## config.mk

```make
export PLATFORM = sky130hd
export DESIGN_NAME = conv1_scheduler
export DESIGN_NICKNAME = d
export VERILOG_FILES = /design/src/rtl/conv1_scheduler.sv
export SDC_FILE = /design/constraint.sdc
export NUM_CORES = 1
export LEC_CHECK = 0
export ABC_AREA = 0
export CORE_MARGIN = 2
export CORE_UTILIZATION = 39
export DETAILED_ROUTE_END_ITERATION = 7
export PLACE_DENSITY = 0.71
export SYNTH_ARGS = -nofsm -noshare
export SYNTH_HDL_FRONTEND = slang
export SYNTH_SLANG_ARGS = --single-unit
```

## constraint.sdc

```tcl
create_clock -name clk -period 4.5 [get_ports clk]
set_input_delay 0.675 -clock clk [delete_from_list [all_inputs] [get_ports clk]]
set_output_delay 0.675 -clock clk [all_outputs]
set_load 0.05 [all_outputs]
```

## src/rtl/conv1_scheduler.sv

```systemverilog
// Layer-1 convolution job scheduler: walks every (row, col, channel group) of the
// output map, issues one MAC job at a time, applies ReLU and forwards results to the writer.
module conv1_scheduler #(
  parameter int DATA_W = 16,
  parameter int IMG_W  = 227,
  parameter int K      = 11,
  parameter int STRIDE = 4,
  parameter int NUM_CH = 96,
  parameter int CH_PAR = 8
) (
  input  logic                     clk,
  input  logic                     rst_n,
  input  logic                     start,
  output logic                     busy,
  output logic                     done,
  output logic                     job_valid,
  input  logic                     job_ready,
  output logic [7:0]               job_row,
  output logic [7:0]               job_col,
  output logic [3:0]               job_grp,
  input  logic                     res_valid,
  input  logic [CH_PAR*DATA_W-1:0] res_data,
  output logic                     wr_valid,
  input  logic                     wr_ready,
  output logic [5:0]               wr_row,
  output logic [5:0]               wr_col,
  output logic [3:0]               wr_grp,
  output logic [CH_PAR*DATA_W-1:0] wr_data,
  output logic [31:0]              cycle_cnt
);

  localparam int OUT_W   = (IMG_W - K) / STRIDE + 1;
  localparam int NUM_GRP = NUM_CH / CH_PAR;

  localparam logic [5:0] LAST_RC  = 6'(OUT_W - 1);
  localparam logic [3:0] LAST_GRP = 4'(NUM_GRP - 1);
  localparam logic [7:0] STRIDE_L = 8'(STRIDE);

  localparam logic [2:0] S_IDLE  = 3'd0;
  localparam logic [2:0] S_ISSUE = 3'd1;
  localparam logic [2:0] S_WAIT  = 3'd2;
  localparam logic [2:0] S_WRITE = 3'd3;
  localparam logic [2:0] S_DONE  = 3'd4;

  logic [2:0]               state_q, state_d;
  logic [5:0]               row_q, row_d;
  logic [5:0]               col_q, col_d;
  logic [3:0]               grp_q, grp_d;
  logic [CH_PAR*DATA_W-1:0] data_q, data_d;
  logic [31:0]              cnt_q, cnt_d;
  logic [CH_PAR*DATA_W-1:0] relu_data;
  logic                     last_job;
  logic                     in_pass;

  // Per-lane ReLU: a set sign bit means a negative sum, which clamps to zero.
  always_comb begin
    relu_data = res_data;
    for (int i = 0; i < CH_PAR; i++) begin
      if (res_data[i*DATA_W + DATA_W - 1]) begin
        relu_data[i*DATA_W +: DATA_W] = '0;
      end
    end
  end

  assign last_job = (row_q == LAST_RC) && (col_q == LAST_RC) && (grp_q == LAST_GRP);
  assign in_pass  = (state_q == S_ISSUE) || (state_q == S_WAIT) || (state_q == S_WRITE);

  always_comb begin
    // NOTE: every signal gets its hold value first so no path through the case infers a latch.
    state_d = state_q;
    row_d   = row_q;
    col_d   = col_q;
    grp_d   = grp_q;
    data_d  = data_q;
    cnt_d   = cnt_q;

    if (in_pass && (cnt_q != '1)) begin
      cnt_d = cnt_q + 32'd1;
    end

    case (state_q)
      S_IDLE: begin
        if (start) begin
          row_d   = '0;
          col_d   = '0;
          grp_d   = '0;
          cnt_d   = '0;
          state_d = S_ISSUE;
        end
      end
      S_ISSUE: begin
        if (job_ready) begin
          state_d = S_WAIT;
        end
      end
      S_WAIT: begin
        if (res_valid) begin
          data_d  = relu_data;
          state_d = S_WRITE;
        end
      end
      S_WRITE: begin
        if (wr_ready) begin
          if (last_job) begin
            state_d = S_DONE;
          end else begin
            state_d = S_ISSUE;
            // Group is the fastest index, then column, then row.
            if (grp_q == LAST_GRP) begin
              grp_d = '0;
              if (col_q == LAST_RC) begin
                col_d = '0;
                row_d = row_q + 6'd1;
              end else begin
                col_d = col_q + 6'd1;
              end
            end else begin
              grp_d = grp_q + 4'd1;
            end
          end
        end
      end
      S_DONE: begin
        state_d = S_IDLE;
      end
      default: begin
        state_d = S_IDLE;
      end
    endcase
  end

  always_ff @(posedge clk or negedge rst_n) begin
    if (!rst_n) begin
      state_q <= S_IDLE;
      row_q   <= '0;
      col_q   <= '0;
      grp_q   <= '0;
      data_q  <= '0;
      cnt_q   <= '0;
    end else begin
      // NOTE: non-blocking updates so every register samples the pre-edge value of its peers.
      state_q <= state_d;
      row_q   <= row_d;
      col_q   <= col_d;
      grp_q   <= grp_d;
      data_q  <= data_d;
      cnt_q   <= cnt_d;
    end
  end

  assign busy      = in_pass;
  assign done      = (state_q == S_DONE);
  assign job_valid = (state_q == S_ISSUE);
  assign wr_valid  = (state_q == S_WRITE);
  assign job_row   = {2'b00, row_q} * STRIDE_L;
  assign job_col   = {2'b00, col_q} * STRIDE_L;
  assign job_grp   = grp_q;
  assign wr_row    = row_q;
  assign wr_col    = col_q;
  assign wr_grp    = grp_q;
  assign wr_data   = data_q;
  assign cycle_cnt = cnt_q;

endmodule
```

== After elaboration in Yosys (flattened, before gate mapping) ==
Cells that the tools add are included.

* Bits of input ports: 134
* Register bits after elaboration: 179
* Word-level logic and storage cells: 70

* Add/subtract/negate cells: 4
* Reduce and logical (&&, ||, !) cells: 12
* Multiplexer cells: 33
* Eq/ne operators: 15

{| class="wikitable"
|+ Operators with widths
! operator !! count
|-
| $mux 15 || 8
|-
| $mux 32 || 3
|-
| $mux 6 || 9
|-
| $add 32x1->32 const B || 1
|-
| $ne 32x32->1 const B || 1
|-
| $pmux 6 s2 || 2
|-
| $mux 4 || 4
|-
| $mux 3 || 5
|-
| $add 6x1->6 const B || 2
|-
| $eq 6x6->1 const B || 2
|-
| $pmux 3 s4 || 1
|-
| $ne 2x1->1 const B || 4
|-
| $pmux 4 s2 || 1
|-
| $reduce_and 4->1 || 2
|-
| $eq 3x2->1 const B || 2
|-
| $ne 2x2->1 const B || 3
|-
| $reduce_and 6->1 || 1
|-
| $reduce_and 5->1 || 1
|-
| $add 4x1->4 const B || 1
|-
| $eq 4x4->1 const B || 1
|-
| $eq 3x1->1 const B || 1
|-
| $eq 3x3->1 const B || 1
|-
| $logic_and 1x1->1 || 3
|-
| $logic_not 3->1 || 1
|-
| other kinds (3) || 4
|}

== Logic depth before layout (Yosys ltp) ==
Gate-level depths: netlist (run 1).

* Depth after elaboration: 7
* Depth in mapped cells: 8
* Depth with buffers taken out: 7

== Least setup slack after synthesis (run 1) ==
No wires, ideal clock.

* Kind: register -> register
* Start: register cnt_q[9] (netlist: cycle_cnt[9])
* End: register cnt_q[31] (netlist: cycle_cnt[31])
* Library setup time: 149 ps
* Clock period less this slack: 2,520 ps
* Data required time: 4,351 ps
* Slack: 1,980 ps
* Stages on the path, launching flop included: 6
* Arrival time: 2,371 ps
* Path through: dfrtp_1 nand4_1 or3_1 or3_4 or4_1 mux2i_1

* Longest elaborated chain between the ends: 5

{| class="wikitable"
|+ Ends and longest elaborated chain
! what !! RTL line !! text
|-
| start, declared || 50 || <nowiki>logic [31:0] cnt_q, cnt_d;</nowiki>
|-
| start signal, assigned || 147 || <nowiki>cnt_q <= cnt_d;</nowiki>
|-
| branches (longest 2 deep; another with $add 32x1->32) || n/a ||
|-
| $mux 32 * || 77 || <nowiki>if (in_pass && (cnt_q != '1)) begin</nowiki>
|-
| $mux 32 || 83 || <nowiki>if (start) begin</nowiki>
|-
| $mux 32 * || 81 || <nowiki>case (state_q)</nowiki>
|-
| via cnt_d[31] || 50 ||
|}

Mark *: on every way through the listed nets, which the timed path passes.
A chain may end at the register's enable or synchronous reset.

== Final worst setup path (run 1) ==
* Start: register state_q[1]
* End: output port wr_valid

* Longest elaborated chain between the ends: 1

{| class="wikitable"
|+ Ends and longest elaborated chain
! what !! RTL line !! text
|-
| start, declared || 45 || <nowiki>logic [2:0] state_q, state_d;</nowiki>
|-
| start signal, assigned || 142 || <nowiki>state_q <= state_d;</nowiki>
|-
| $eq 3x2->1 || 154 || <nowiki>assign wr_valid = (state_q == S_WRITE);</nowiki>
|-
| end, declared || 23 || <nowiki>output logic wr_valid,</nowiki>
|}

Every way passes these cells.

==> metrics, run 1 <==
Clk Latency, worst-skew pair=roughly 0.43 ns; Setup TNS=0 ns; initial antenna violation count=1; Cell Area, Synth=8130 um2; first-pass GRT wire length=around 37000 um; Layout Skew=0.0118 ns; switching share of power=about 46%; commonest non-fill, non-tap cell in the layout=clkdlybuf4s50_1; Tmin final=3.11 ns; Initial DRC Count=about 320; Final Net Count=1305; clk slew on worst S/H paths=about 0.070 ns; H-Tree Depth=4; drt total wl=~23000 um; routed len/inst=16.1 um; element type at the critical path end=output pin; synthesized area per cell=between 9 and 10 um2; Die H=around 150 um; TritonCTS Sinks=approximately 170; number of synthesized flops with an enable pin=0; Final Hold Viols=0; row cnt=52; sequential power share=30.8%; io pins=about 330; asr flop ratio synth=100%; vias per std cell=4.96; CP Launch Type=flip-flop; max_cap viols=0; Int Power=between 3 and 4 mW; RSZ-0062 raised after global routing=no; synthesized flop and latch total=about 170; placed insts=between 1k and 1.5k; CTS tree=built; top_reg_cell synth=dfrtp_1; core region area=20400 um2; Final Wtd Congestion=between 0.8 and 0.9; Num CTS Buffers=17; initial core utilization=between 30 and 40%; Final Cycle Share=between 60% and 70%; Hold Crit Class=in -> async; Slew Viols, Final=0; Worst-Margin Slew=between 0.8 and 0.9 ns; DRC Markers=0; Worst Path Required=~3.8 ns; post-synth cell types=48; Met3 Wirelength=2070 um; PD cells=approximately 600 nW/um2; Pwr Total=7.42 mW; Sw Pwr=between 3 and 4 mW; Final Cell Area=roughly 12000 um2; GRT Util Overall=21.3%; metal2 WL=11500 um; final std cells w/o fill=about 1.4k; Peak Freq=0.321 GHz; post-CTS sizing=0; clock power share=20.8%; detailed placement HPWL=~17000 um; top sig layer=met4; # diodes=0; Leak Pwr=approximately 5 nW; post-CTS setup buffer count=0; Post-DRT Antenna Nets=0; TritonRoute pass-1 iters=4; Met1 Wirelength=roughly 9300 um; grt ovf=0; Root Buffer=clkbuf_16; CP Class=reg -> out; Core Util, Final=about three fifths; port bufs=between 300 and 400; hold_buf cts=0; register area share after synthesis=52.6%; WP data arrival=2.44 ns; critical-path maximum fanout=12; Cell Area, Placed=roughly 11000 um2; ratio of cells with drive above 1 in the final layout=~4.5%; Layout area overhead=48.2%; status=complete, no violations; vias=7178; commonest cells after routing, fill and taps aside=320 x clkdlybuf4s50_1, 171 x dfrtp_1, 161 x nand2_1; number of global-route vias before repair=just under 7k; Die W=148 um; Layout fillers=between 1.5k and 2k; Die Footprint=around 22000 um2; largest net degree at the start of global routing=94; Final Setup Violations=0; worst vdd ir=approximately 0.36 mV; Clock Tree Buf Depth=2; Cells after Synth=880; Logic pwr share=approximately half; Synth warnings=0; relative slew slack=around two fifths
[layer usage]
layer,global-route usage (%),vias up
met5,0,-
met4,5.86,0
met3,8.07,21
met2,35.0,238
met1,26.5,3375
li1,-,3544
[area by class of cell]
cell class	count	area, um2	area share, %
clock buffers	18	429	3.56
clock inverters	14	179	1.49
inverters	11	41.3	0.343
multi-input cells	636	3490	29.0
flip-flops and latches	171	4280	35.5
well taps	270	338	2.80
repair buffers	328	3290	27.3
[critical path, cell delays in order (launching register included)]
cell	delay [ns]
dfrtp_1	0.66
nand3b_1	0.31
inv_2	0.20
clkdlybuf4s50_1	0.85
[state kept, by name, indices dropped and copies added (netlist names)]
signal / count
wr_row: 6
wr_col: 6
cycle_cnt: 32
state_q: 3
wr_data: 120
job_grp: 4
[synth_stat cells, types with 3 or more instances]
master / count / share of area (%)
a21oi_1: 22 / 1.4
and3_1: 5 / 0.38
and4_1: 4 / 0.43
buf_4: 28 / 2.6
clkbuf_1: 42 / 1.9
dfrtp_1: 171 / 53
ha_1: 6 / 0.92
inv_1: 10 / 0.46
mux2i_1: 11 / 1.4
nand2_1: 161 / 7.4
nand2b_1: 121 / 9.3
nand3_1: 25 / 1.5
nand3b_1: 4 / 0.37
nand4_1: 16 / 1.2
nor2_1: 13 / 0.60
nor3_1: 14 / 0.86
nor4_1: 4 / 0.31
o211ai_1: 4 / 0.37
o21ai_0: 142 / 8.7
o31a_1: 3 / 0.32
o31ai_1: 14 / 1.3
or2_2: 8 / 0.62
or3_1: 11 / 0.85
or4_1: 11 / 1.0
[kinds of logic after synthesis]
logic type	synth area share, %
flip-flops	52.6
adder cells (fa/ha/maj)	0.923
other	0.0461
AO/OA/AOI/OAI	13.4
buffers and inverters	5.28
AND/OR/NAND/NOR	26.4
multiplexers	1.35
[power by group through the flow]
stage / clock network (mW) / registers [mW] / logic [mW]
global route: 1.65 / 2.36 / 3.79
finish: 1.54 / 2.29 / 3.59
global placement: 0 / 2.29 / 3.59
floorplan: 0 / 3.71 / 0.898
CTS: 1.58 / 2.29 / 3.63
detailed placement: 0 / 2.31 / 3.62
[per-stage QoR]
| step | hold WS (ns) | setup WS [ns] |
|---|---|---|
| floorplan | 0.379 | 1.98 |
| global placement | 0.460 | 1.62 |
| detailed placement | 0.469 | 1.58 |
| CTS | 0.378 | 1.40 |
| global route | 0.398 | 1.27 |
| finish | 0.313 | 1.39 |
[final timing paths]
| kind | from | end | slack [ns] | cells after the start |
|---|---|---|---|---|
| min reg2reg | wr_data[40] | wr_data[40] | 0.48 | 2 |
| max in group asynchronous | rst_n | wr_data[77] | 3.26 | 2 |
| max reg2reg | state_q[1] | cycle_cnt[31] | 1.90 | 5 |
| max | state_q[1] | wr_valid | 1.39 | 3 |
| min in group clk | wr_data[40] | wr_data[40] | 0.48 | 2 |
| min | rst_n | cycle_cnt[19] | 0.31 | 1 |
No activity file was read; power rests on OpenSTA's default activity.
==> run 2, diff against run 1 <==
--- a/config.mk
+++ b/config.mk
@@ -9,7 +9,7 @@
 export CORE_MARGIN = 2
 export CORE_UTILIZATION = 39
 export DETAILED_ROUTE_END_ITERATION = 7
-export PLACE_DENSITY = 0.71
+export PLACE_DENSITY = 0.74
 export SYNTH_ARGS = -nofsm -noshare
 export SYNTH_HDL_FRONTEND = slang
 export SYNTH_SLANG_ARGS = --single-unit
==> constraint.sdc (replaced) <==
create_clock -name clk -period 2.7 [get_ports clk]
set_input_delay 0.405 -clock clk [delete_from_list [all_inputs] [get_ports clk]]
set_output_delay 0.405 -clock clk [all_outputs]
set_load 0.05 [all_outputs]
==> run 2 against run 1 <==
Against the previous run:
- total power is 65% higher
- highest routed layer unchanged
- worst setup slack worse by 1.3 ns
- wire length grew 2.6%
- die area stayed put
- critical endpoint is now busy
- clock skew is 0.0013 ns lower
- first-iteration DRC count is 6.8% higher
==> metrics, run 2 (synthesis gave the netlist of run 1 again) <==
core region area=about 20000 um2; drt total wl=~24000 um; Final Cycle Share=between 90% and 100%; Final Wtd Congestion=about 0.89; final std cells w/o fill=1456; Worst-Margin Slew=around 0.76 ns; row cnt=52; Slowest-stage cell, CP=clkdlybuf4s50_1; Die H=~150 um; post-CTS setup buffer count=0; reg-to-reg setup timing slack=roughly 0.24 ns; Crit Reg-Reg Endpoint=cycle_cnt[31]; Pwr Total=around 12 mW; CP Launch Type=flip-flop; routed len/inst=16.4 um; io pins=around 330; max reg flops=120; Layout Skew=between 0.01 and 0.015 ns; worst setup margin=about 0.098 ns; commonest cells after routing, fill and taps aside=317 x clkdlybuf4s50_1, 171 x dfrtp_1, 161 x nand2_1; Layout area overhead=48.6%; first-pass GRT wire length=around 37000 um; Die Footprint=approximately 22000 um2; Root Buffer=clkbuf_16; RSZ-0062 raised after global routing=no; WP data arrival=about 2.2 ns; CTS tree=built; cell depth of the worst hold path=2; Initial DRC Count=around 350; Setup TNS=0 ns; Clock Tree Buf Depth=2; Slew Viols, Final=0; Clk Latency, worst-skew pair=about 0.43 ns; critical path capture point=busy; PD cells=between 1000 and 1500 nW/um2; grt ovf=0; DRC Markers=0; critical-path maximum fanout=12; Hold Crit Class=reg -> reg; Peak Freq=a little under 0.4 GHz; Final Hold Viols=0; element type at the critical path end=output pin; register area=~4300 um2; Post-DRT Antenna Nets=0; port bufs=approximately 320; commonest non-fill, non-tap cell in the layout=clkdlybuf4s50_1; largest net degree at the start of global routing=around 140; max_cap viols=0; Multi-input gate area=between 3000 and 4000 um2; status=complete, no violations; critical path cell sequence=o21bai_4 > inv_1 > clkdlybuf4s50_1; initial antenna violation count=0; FF-to-FF path depth=5; Final Setup Violations=0; initial core utilization=around two fifths; worst vdd ir=0.629 mV; clk slew on worst S/H paths=around 0.060 ns; number of global-route vias before repair=between 6k and 7k; Layout fillers=between 1.5k and 2k; Num CTS Buffers=17; vias=7304; pre-CTS setup slack=0.243 ns; ratio of cells with drive above 1 in the final layout=under 10%; delay of the slowest critical-path stage=0.85 ns; placed insts=approximately 1.4k; TritonRoute pass-1 iters=5; Worst Path Required=roughly 2.3 ns; relative slew slack=between 40% and 50%; Leak Pwr=a little over 5 nW; Final Net Count=1312; Die W=148 um; TritonCTS Sinks=171; vias per std cell=5.02; detailed placement HPWL=~18000 um; Tmin final=about 2.6 ns; Critical path origin=state_q[0]; reg2reg start=state_q[0]; CP Class=reg -> out; GRT Util Overall=between 20% and 30%; H-Tree Depth=4
## run 2: where the power goes
group	switching [mW]	leakage [nW]	internal [mW]
clock network	1.08	0.281	1.33
logic	4.13	2.49	1.91
registers	0.514	2.26	3.27
total	5.73	5.04	6.52
## run 2: worst min-delay path by stage
stage / start / endpoint / slack, ns
6_report: wr_data[88] / wr_data[88] / 0.48
5_1_grt: wr_data[96] / wr_data[96] / 0.50
4_1_cts: wr_data[42] / wr_data[42] / 0.48
3_5_place_dp: rst_n / wr_row[2] / 0.40
3_3_place_gp: rst_n / wr_row[4] / 0.39
2_1_floorplan: rst_n / cycle_cnt[0] / 0.11
## run 2: timing repair
| action | CTS | global route |
|---|---|---|
| endpoints found under the setup margin | 2 | 1 |
| hold buffers | 1 | 0 |
| endpoints found under the hold margin | 50 | 0 |
| gates resized for setup | 2 | 1 |
## run 2: area by class of cell
type                       count  area share, %
clock inverter                12          0.943
inverter                      11          0.342
clock buffer                  20           3.78
sequential                   171           35.4
tap                          270           2.80
timing repair buffer         335           27.8
multi-input combinational    636           28.9
antenna                        1         0.0207
## run 2: metrics by stage
stage / hold slack, ns / util, % / instance area (um2)
floorplan: 0.109 / - / 8170
global placement: 0.393 / 56.5 / 11500
detailed placement: 0.396 / 56.5 / 11500
CTS: 0.484 / 59.3 / 12100
global route: 0.503 / 59.3 / 12100
finish: 0.478 / 59.3 / 12100
## run 2: per-layer routing
metal / track usage, % / wire length (um) / vias up
li1: - / - / 3561
met1: 26.8 / 9790 / 3456
met5: 0 / 0 / -
met3: 7.09 / 1840 / 27
met4: 6.43 / 359 / 0
met2: 35.8 / 11900 / 260
## run 2: worst max-delay path, delay by kind of cell (launching register included)
| family | cells | cell delay [ns] |
|---|---|---|
| buffers and inverters | 2 | 1.03 |
| flip-flops | 1 | 0.57 |
| AO/OA/AOI/OAI | 1 | 0.17 |
